## config.mk

```make
export PLATFORM = sky130hd
export DESIGN_NAME = mc_cpu_core
export DESIGN_NICKNAME = d
export VERILOG_FILES = /design/src/rtl/mc_cpu_core.sv
export SDC_FILE = /design/constraint.sdc
export NUM_CORES = 2
export LEC_CHECK = 0
export CELL_PAD_IN_SITES_DETAIL_PLACEMENT = 1
export CELL_PAD_IN_SITES_GLOBAL_PLACEMENT = 2
export CORE_MARGIN = 4
export CORE_UTILIZATION = 45
export CTS_BUF_LIST = sky130_fd_sc_hd__clkbuf_4 sky130_fd_sc_hd__clkbuf_8
export CTS_CLUSTER_SIZE = 28
export DETAILED_ROUTE_END_ITERATION = 8
export HOLD_SLACK_MARGIN = 0.02
export PLACE_DENSITY = 0.9
export SYNTH_ARGS = -nofsm -noshare
export SYNTH_HDL_FRONTEND = slang
export SYNTH_SLANG_ARGS = --single-unit
```

## constraint.sdc

```tcl
create_clock -name clk -period 7.4 [get_ports clk]
set_input_delay 1.11 -clock clk [delete_from_list [all_inputs] [get_ports clk]]
set_output_delay 1.11 -clock clk [all_outputs]
set_load 0.05 [all_outputs]
```

## src/rtl/mc_cpu_core.sv

```systemverilog
// rtl/mc_cpu_core.sv - multi-cycle MIPS-subset core with request/ready instruction and data ports
module mc_cpu_core #(
    parameter int DATA_W = 32,
    parameter int ADDR_W = 32,
    parameter logic [ADDR_W-1:0] RESET_PC = '0
) (
    input  logic              clk,
    input  logic              rst,
    output logic              imem_req,
    output logic [ADDR_W-1:0] imem_addr,
    input  logic [31:0]       imem_rdata,
    input  logic              imem_ready,
    output logic              dmem_req,
    output logic              dmem_we,
    output logic [ADDR_W-1:0] dmem_addr,
    output logic [DATA_W-1:0] dmem_wdata,
    input  logic [DATA_W-1:0] dmem_rdata,
    input  logic              dmem_ready,
    output logic [ADDR_W-1:0] pc,
    output logic [31:0]       inst,
    output logic [2:0]        state,
    output logic              retire,
    output logic              halted
);

    localparam logic [2:0] S_IF   = 3'd0;
    localparam logic [2:0] S_ID   = 3'd1;
    localparam logic [2:0] S_EX   = 3'd2;
    localparam logic [2:0] S_MEM  = 3'd3;
    localparam logic [2:0] S_WB   = 3'd4;
    localparam logic [2:0] S_HALT = 3'd5;

    localparam logic [5:0] OP_RTYPE = 6'h00;
    localparam logic [5:0] OP_ADDI  = 6'h08;
    localparam logic [5:0] OP_LW    = 6'h23;
    localparam logic [5:0] OP_SW    = 6'h2B;
    localparam logic [5:0] OP_BEQ   = 6'h04;
    localparam logic [5:0] OP_J     = 6'h02;

    localparam logic [5:0] F_ADD = 6'h20;
    localparam logic [5:0] F_SUB = 6'h22;
    localparam logic [5:0] F_AND = 6'h24;
    localparam logic [5:0] F_OR  = 6'h25;
    localparam logic [5:0] F_SLT = 6'h2A;

    localparam logic [ADDR_W-1:0] PC_STEP  = ADDR_W'(4);
    localparam logic [ADDR_W-1:0] J_REGION = ADDR_W'(28'hFFF_FFFF);

    logic [2:0]        state_q;
    logic [ADDR_W-1:0] pc_q;
    logic [31:0]       inst_q;
    logic [DATA_W-1:0] a_q;
    logic [DATA_W-1:0] b_q;
    logic [DATA_W-1:0] alu_q;
    logic [DATA_W-1:0] mdr_q;
    logic [DATA_W-1:0] regs [0:31];

    logic [5:0]  opcode;
    logic [5:0]  funct;
    logic [4:0]  rs;
    logic [4:0]  rt;
    logic [4:0]  rd;
    logic [15:0] imm;

    assign opcode = inst_q[31:26];
    assign rs     = inst_q[25:21];
    assign rt     = inst_q[20:16];
    assign rd     = inst_q[15:11];
    assign imm    = inst_q[15:0];
    assign funct  = inst_q[5:0];

    logic is_rtype, is_addi, is_lw, is_sw, is_beq, is_j;
    logic funct_ok, supported;

    assign is_rtype = (opcode == OP_RTYPE);
    assign is_addi  = (opcode == OP_ADDI);
    assign is_lw    = (opcode == OP_LW);
    assign is_sw    = (opcode == OP_SW);
    assign is_beq   = (opcode == OP_BEQ);
    assign is_j     = (opcode == OP_J);

    always_comb begin
        funct_ok = 1'b0;
        case (funct)
            F_ADD, F_SUB, F_AND, F_OR, F_SLT: funct_ok = 1'b1;
            default:                          funct_ok = 1'b0;
        endcase
    end

    assign supported = (is_rtype && funct_ok) || is_addi || is_lw || is_sw || is_beq || is_j;

    logic [DATA_W-1:0] imm_sext;
    logic [ADDR_W-1:0] br_off;
    logic [ADDR_W-1:0] jump_target;
    logic [DATA_W-1:0] rs_val;
    logic [DATA_W-1:0] rt_val;

    assign imm_sext    = {{(DATA_W-16){imm[15]}}, imm};
    assign br_off      = {{(ADDR_W-18){imm[15]}}, imm, 2'b00};
    // j keeps the upper PC bits of the already-incremented PC
    assign jump_target = (pc_q & ~J_REGION) | ADDR_W'({inst_q[25:0], 2'b00});
    assign rs_val      = (rs == 5'd0) ? '0 : regs[rs];
    assign rt_val      = (rt == 5'd0) ? '0 : regs[rt];

    logic [DATA_W-1:0] alu_b;
    logic [DATA_W-1:0] alu_res;
    logic              slt_bit;

    always_comb begin
        alu_b   = is_rtype ? b_q : imm_sext;
        slt_bit = ($signed(a_q) < $signed(alu_b));
        alu_res = a_q + alu_b;
        if (is_rtype) begin
            case (funct)
                F_SUB:   alu_res = a_q - alu_b;
                F_AND:   alu_res = a_q & alu_b;
                F_OR:    alu_res = a_q | alu_b;
                F_SLT:   alu_res = {{(DATA_W-1){1'b0}}, slt_bit};
                default: alu_res = a_q + alu_b;
            endcase
        end else if (is_beq) begin
            alu_res = a_q - b_q;
        end
    end

    logic [4:0]        wb_dest;
    logic [DATA_W-1:0] wb_data;

    assign wb_dest = is_rtype ? rd : rt;
    assign wb_data = is_lw ? mdr_q : alu_q;

    assign imem_req   = (state_q == S_IF) && !rst;
    assign imem_addr  = pc_q;
    assign dmem_req   = (state_q == S_MEM) && !rst;
    assign dmem_we    = dmem_req && is_sw;
    assign dmem_addr  = ADDR_W'(alu_q);
    assign dmem_wdata = b_q;
    assign pc         = pc_q;
    assign inst       = inst_q;
    assign state      = state_q;
    assign halted     = (state_q == S_HALT);

    always_comb begin
        retire = 1'b0;
        if (!rst) begin
            case (state_q)
                S_ID:    retire = is_j;
                S_EX:    retire = is_beq;
                S_MEM:   retire = dmem_ready && is_sw;
                S_WB:    retire = 1'b1;
                default: retire = 1'b0;
            endcase
        end
    end

    always_ff @(posedge clk) begin
        if (rst) begin
            state_q <= S_IF;
            pc_q    <= RESET_PC;
            inst_q  <= '0;
            a_q     <= '0;
            b_q     <= '0;
            alu_q   <= '0;
            mdr_q   <= '0;
            for (int i = 0; i < 32; i++) begin
                regs[i] <= '0;
            end
        end else begin
            case (state_q)
                S_IF: begin
                    if (imem_ready) begin
                        inst_q  <= imem_rdata;
                        pc_q    <= pc_q + PC_STEP;
                        state_q <= S_ID;
                    end
                end
                S_ID: begin
                    a_q <= rs_val;
                    b_q <= rt_val;
                    if (!supported) begin
                        state_q <= S_HALT;
                    end else if (is_j) begin
                        pc_q    <= jump_target;
                        state_q <= S_IF;
                    end else begin
                        state_q <= S_EX;
                    end
                end
                S_EX: begin
                    alu_q <= alu_res;
                    if (is_beq) begin
                        if (a_q == b_q) begin
                            pc_q <= pc_q + br_off;
                        end
                        state_q <= S_IF;
                    end else if (is_lw || is_sw) begin
                        state_q <= S_MEM;
                    end else begin
                        state_q <= S_WB;
                    end
                end
                S_MEM: begin
                    if (dmem_ready) begin
                        if (is_sw) begin
                            state_q <= S_IF;
                        end else begin
                            mdr_q   <= dmem_rdata;
                            state_q <= S_WB;
                        end
                    end
                end
                S_WB: begin
                    if (wb_dest != 5'd0) begin
                        regs[wb_dest] <= wb_data;
                    end
                    state_q <= S_IF;
                end
                S_HALT:  state_q <= S_HALT;
                default: state_q <= S_HALT;
            endcase
        end
    end

endmodule

```

==> impl_results.html <==
<table>
<tr><th>Metric</th><th>Value</th></tr>
<tr><th colspan="2">Global routing</th></tr>
<tr><td>Number of antenna violations at the first check in global routing</td><td>6</td></tr>
<tr><td>Remaining Overflow, GRT</td><td>0</td></tr>
<tr><td>Global routing usage summed across all routing layers</td><td>0.324</td></tr>
<tr><td>Maximum number of pins on one net before global-route repair</td><td>about 120</td></tr>
<tr><td>Global-route wire length before repair</td><td>between 300000 and 400000 microns</td></tr>
<tr><td>Number of global-route vias before repair</td><td>53.8k</td></tr>
<tr><th colspan="2">Die</th></tr>
<tr><td>Die Height</td><td>~400 microns</td></tr>
<tr><td>DIE AREA</td><td>about 0.16 sq mm</td></tr>
<tr><td>Horiz. Die Dim</td><td>slightly below 400 microns</td></tr>
<tr><td>I/O pin count</td><td>between 200 and 250</td></tr>
<tr><td>Count of standard-cell rows</td><td>142</td></tr>
<tr><td>Core ar.</td><td>~0.15 sq mm</td></tr>
<tr><td>Initial Util</td><td>0.454</td></tr>
<tr><th colspan="2">Finish</th></tr>
<tr><td>Area growth from synthesis to final layout</td><td>12.9%</td></tr>
<tr><td>Final net count</td><td>5840</td></tr>
<tr><td>Share of final-layout standard cells stronger than drive strength 1</td><td>0.211</td></tr>
<tr><td>Commonest non-fill, non-tap cells in the layout</td><td>nor2_1 (1270), edfxtp_1 (1024), mux4_2 (640)</td></tr>
<tr><td>Count of non-filler cells in the finished layout</td><td>between 7k and 8k</td></tr>
<tr><td>Most common cell after layout, fill and taps aside</td><td>nor2_1</td></tr>
<tr><th colspan="2">Yosys</th></tr>
<tr><td>Mean cell area of the mapped netlist</td><td>between 10 and 15 sq um</td></tr>
<tr><td>Yosys warning total</td><td>0</td></tr>
<tr><td>Number of standard cells after synthesis</td><td>~5.5k</td></tr>
<tr><td>Cell area after technology mapping</td><td>just under 0.07 sq mm</td></tr>
<tr><td>Register bit total from synthesis</td><td>1227</td></tr>
<tr><td>Primary flip-flop cell chosen by synthesis mapping</td><td>edfxtp_1</td></tr>
<tr><td>Number of enable-type register cells in the synthesized netlist</td><td>roughly 1k</td></tr>
<tr><td>Sequential fraction of the synthesis area</td><td>0.510</td></tr>
<tr><td>Distinct cell type count of the synthesized netlist</td><td>80</td></tr>
<tr><td>FFs w/ async S/R, synth</td><td>0</td></tr>
<tr><th colspan="2">Route</th></tr>
<tr><td>DR DRC count</td><td>0</td></tr>
<tr><td>Post-detailed-route via-to-cell ratio</td><td>6.60</td></tr>
<tr><td>WL/cell</td><td>between 30 and 40 microns</td></tr>
<tr><td>Total routed wirelength</td><td>roughly 260000 microns</td></tr>
<tr><td>Number of nets with antenna violations after routing</td><td>0</td></tr>
<tr><td>Via count</td><td>slightly above 50k</td></tr>
<tr><td>Number of DRC markers after the initial detailed-route iteration</td><td>roughly 6.5k</td></tr>
<tr><td>Detailed-routing iteration count for the pre-antenna-repair pass</td><td>7</td></tr>
<tr><th colspan="2">STA</th></tr>
<tr><td>Number of failing setup endpoints in the final timing report</td><td>0</td></tr>
<tr><td>Sum of negative setup slack</td><td>0 ns</td></tr>
<tr><td>Max-slew violation count</td><td>0</td></tr>
<tr><td>Actual transition at the worst max-transition pin</td><td>1.40 ns</td></tr>
<tr><td>Unrepaired setup endpoints after global routing</td><td>no</td></tr>
<tr><td>Final hold violation count</td><td>0</td></tr>
<tr><td>Share of the cycle needed by the critical path after routing</td><td>0.804</td></tr>
<tr><td>Clock skew</td><td>~0.056 ns</td></tr>
<tr><td>Maximum clock frequency</td><td>about 0.17 GHz</td></tr>
<tr><td>Worst-case setup margin in the final layout</td><td>1.45 ns</td></tr>
<tr><td>Post-layout minimum cycle time</td><td>5.95 ns</td></tr>
<tr><td>Remaining max-slew budget at the tightest pin</td><td>0.0458</td></tr>
<tr><th colspan="2">Worst setup path</th></tr>
<tr><td>Critical-path cell list</td><td>nor4_1 &gt; nor2b_2 &gt; nand2_2 &gt; and2_1 &gt; buf_4 &gt; a21o_1 &gt; inv_1 &gt; ha_1 &gt; nor4_1 &gt; a21boi_0 &gt; o41ai_1 &gt; o31ai_1 &gt; a21oi_1 &gt; o31ai_1 &gt; a21oi_1 &gt; o21ai_0 &gt; a21oi_1</td></tr>
<tr><td>Number of cells on the worst reg-to-reg path</td><td>17</td></tr>
<tr><td>Worst path max stage delay</td><td>about 0.57 ns</td></tr>
<tr><td>Type of the worst setup path</td><td>flip-flop to flip-flop</td></tr>
<tr><td>Worst path most repeated cell</td><td>a21oi_1</td></tr>
<tr><td>Worst-path maximum fanout</td><td>24</td></tr>
<tr><td>Worst-path cell with the longest stage delay</td><td>nor4_1</td></tr>
<tr><td>Required time worst endpoint</td><td>8.23 ns</td></tr>
<tr><td>Category of the worst setup path capture point</td><td>flip-flop</td></tr>
<tr><td>Data arrival time of the worst path</td><td>roughly 6.8 ns</td></tr>
<tr><td>Worst Setup Start Kind</td><td>flip-flop</td></tr>
<tr><th colspan="2">Pwr</th></tr>
<tr><td>Post-layout power</td><td>~19 mW</td></tr>
<tr><td>Power density normalized to cell area</td><td>242 mW/mm^2</td></tr>
<tr><td>VDD IR max</td><td>around 0.21 mV</td></tr>
<tr><td>Total leakage power</td><td>25.3 nW</td></tr>
<tr><th colspan="2">CTS</th></tr>
<tr><td>Hold buffer count at CTS</td><td>0</td></tr>
<tr><td>Clock sink count</td><td>roughly 1.2k</td></tr>
<tr><td>Clock latency reported for the late side of the worst-skew pair</td><td>1.00 ns</td></tr>
<tr><td>Post-CTS repair timing setup buffer count</td><td>0</td></tr>
<tr><td>Number of resized instances in the post-cts repair step</td><td>0</td></tr>
<tr><td>TritonCTS clock tree</td><td>yes</td></tr>
<tr><td>Total clock buffers created by CTS</td><td>approximately 210</td></tr>
<tr><td>Worst-path clk slew</td><td>around 0.060 ns</td></tr>
<tr><td>Master cell of the clock root buffer</td><td>clkbuf_8</td></tr>
<tr><td>Maximum level of the CTS H-tree</td><td>4</td></tr>
<tr><td>Max Root-Sink Buffers</td><td>3</td></tr>
<tr><th colspan="2">Worst hold path</th></tr>
<tr><td>WHS Path Cells</td><td>2</td></tr>
<tr><td>Worst Hold Class</td><td>flip-flop to flip-flop</td></tr>
<tr><th colspan="2">Placed design</th></tr>
<tr><td>Post-Place Cells</td><td>~7.4k</td></tr>
<tr><td>Pre-CTS worst setup slack</td><td>~1.5 ns</td></tr>
<tr><td>Placed wire-length estimate after detailed placement</td><td>approximately 170000 microns</td></tr>
<tr><td>Routability-driven placement congestion ratio</td><td>about 0.93</td></tr>
<tr><td>Count of buffers from port buffering</td><td>around 230</td></tr>
<tr><th colspan="2">Status</th></tr>
<tr><td>Result of the run</td><td>completed</td></tr>
<tr><th colspan="2">Job</th></tr>
<tr><td>Max-cap violations</td><td>0</td></tr>
</table>
worst paths after layout:
check / start / end / slack, ns
hold / removal: mdr_q[14] / mdr_q[14] / 0.49
setup reg to reg: inst[31] / dmem_addr[0] / 1.45
setup / recovery: inst[31] / dmem_addr[0] / 1.45
hold reg to reg: mdr_q[14] / mdr_q[14] / 0.49
cells in the mapped netlist (18+ instances only):
cell      count  area share
a31oi_1      23      0.0021
a211oi_1     33      0.0036
buf_1        81      0.0045
buf_4        34      0.0037
o22ai_1      20      0.0018
nor3_1       41      0.0030
o21bai_1     20      0.0022
ha_1        157       0.029
dfxtp_1     203       0.060
xnor2_1      61      0.0078
nand2_1     334       0.018
a21oi_1     303       0.022
nand2b_1     28      0.0026
mux2i_1     105       0.015
nor2_1     1272       0.070
nor2b_1      29      0.0027
mux4_2      640        0.21
nand4_1      18      0.0017
a21o_1       71      0.0078
edfxtp_1   1024        0.45
nand3_1      36      0.0026
xor2_1       28      0.0036
and2_1       21      0.0019
o21ai_0     152       0.011
clkbuf_1    408       0.022
inv_1       140      0.0077
flip-flops by register name, indices dropped and copies added, names as in the netlist, named ones only:
name / count
dmem_addr: 32
dmem_wdata: 32
regs: 1024
imem_addr: 30
inst: 32
mdr_q: 32
state: 3
a_q: 32
worst max-delay path: cells and delay by family, from the launching register on:
kind	cells	cell delay (ns)
AOI/OAI and AO/OA	9	2.57
and+or+nand+nor	5	2.14
adders and majority gates	1	0.39
DFF	1	0.34
buffers and inverters	2	0.31
cell families after synthesis:
group,count (synthesis),share of synthesized area
muxes,749,0.227
xor gates and xnor gates,89,0.0114
DFF,1227,0.510
other,1,0.0000550
buffers and inverters,667,0.0387
adders and majority gates,161,0.0300
and+or+nand+nor,1861,0.111
AOI/OAI and AO/OA,780,0.0710
per-stage QoR:
step | hold slack, ns | cell area, sq um | utilization
detailed placement | 0.479 | 72700 | 0.484
floorplan | 0.436 | 68300 | -
CTS | 0.471 | 77000 | 0.512
global placement | 0.458 | 72700 | 0.484
finish | 0.485 | 77000 | 0.512
global route | 0.503 | 77000 | 0.512
power breakdown:
group	internal (mW)	total (mW)	switching, mW
logic	1.60	4.12	2.52
registers	7.74	8.07	0.332
clock network	3.35	6.43	3.08
total	12.7	18.6	5.93
layer usage:
metal | GRT usage | vias up | part of all wire
li1 | - | 20800 | -
met5 | 0 | - | 0.00021
met1 | 0.409 | 26600 | 0.36
met4 | 0.138 | 8 | 0.044
met3 | 0.0806 | 715 | 0.11
met2 | 0.534 | 3466 | 0.48
area by class of cell:
type | instances | area (sq um)
multi-input combinational | 3676 | 31400
sequential | 1227 | 34800
clock buffer | 281 | 3440
clock inverter | 105 | 840
timing repair buffer | 357 | 3360
fill | 15300 | 73300
inverter | 141 | 529
tap | 2016 | 2520
antenna | 3 | 7.51
No activity file was read; power rests on OpenSTA's default activity.
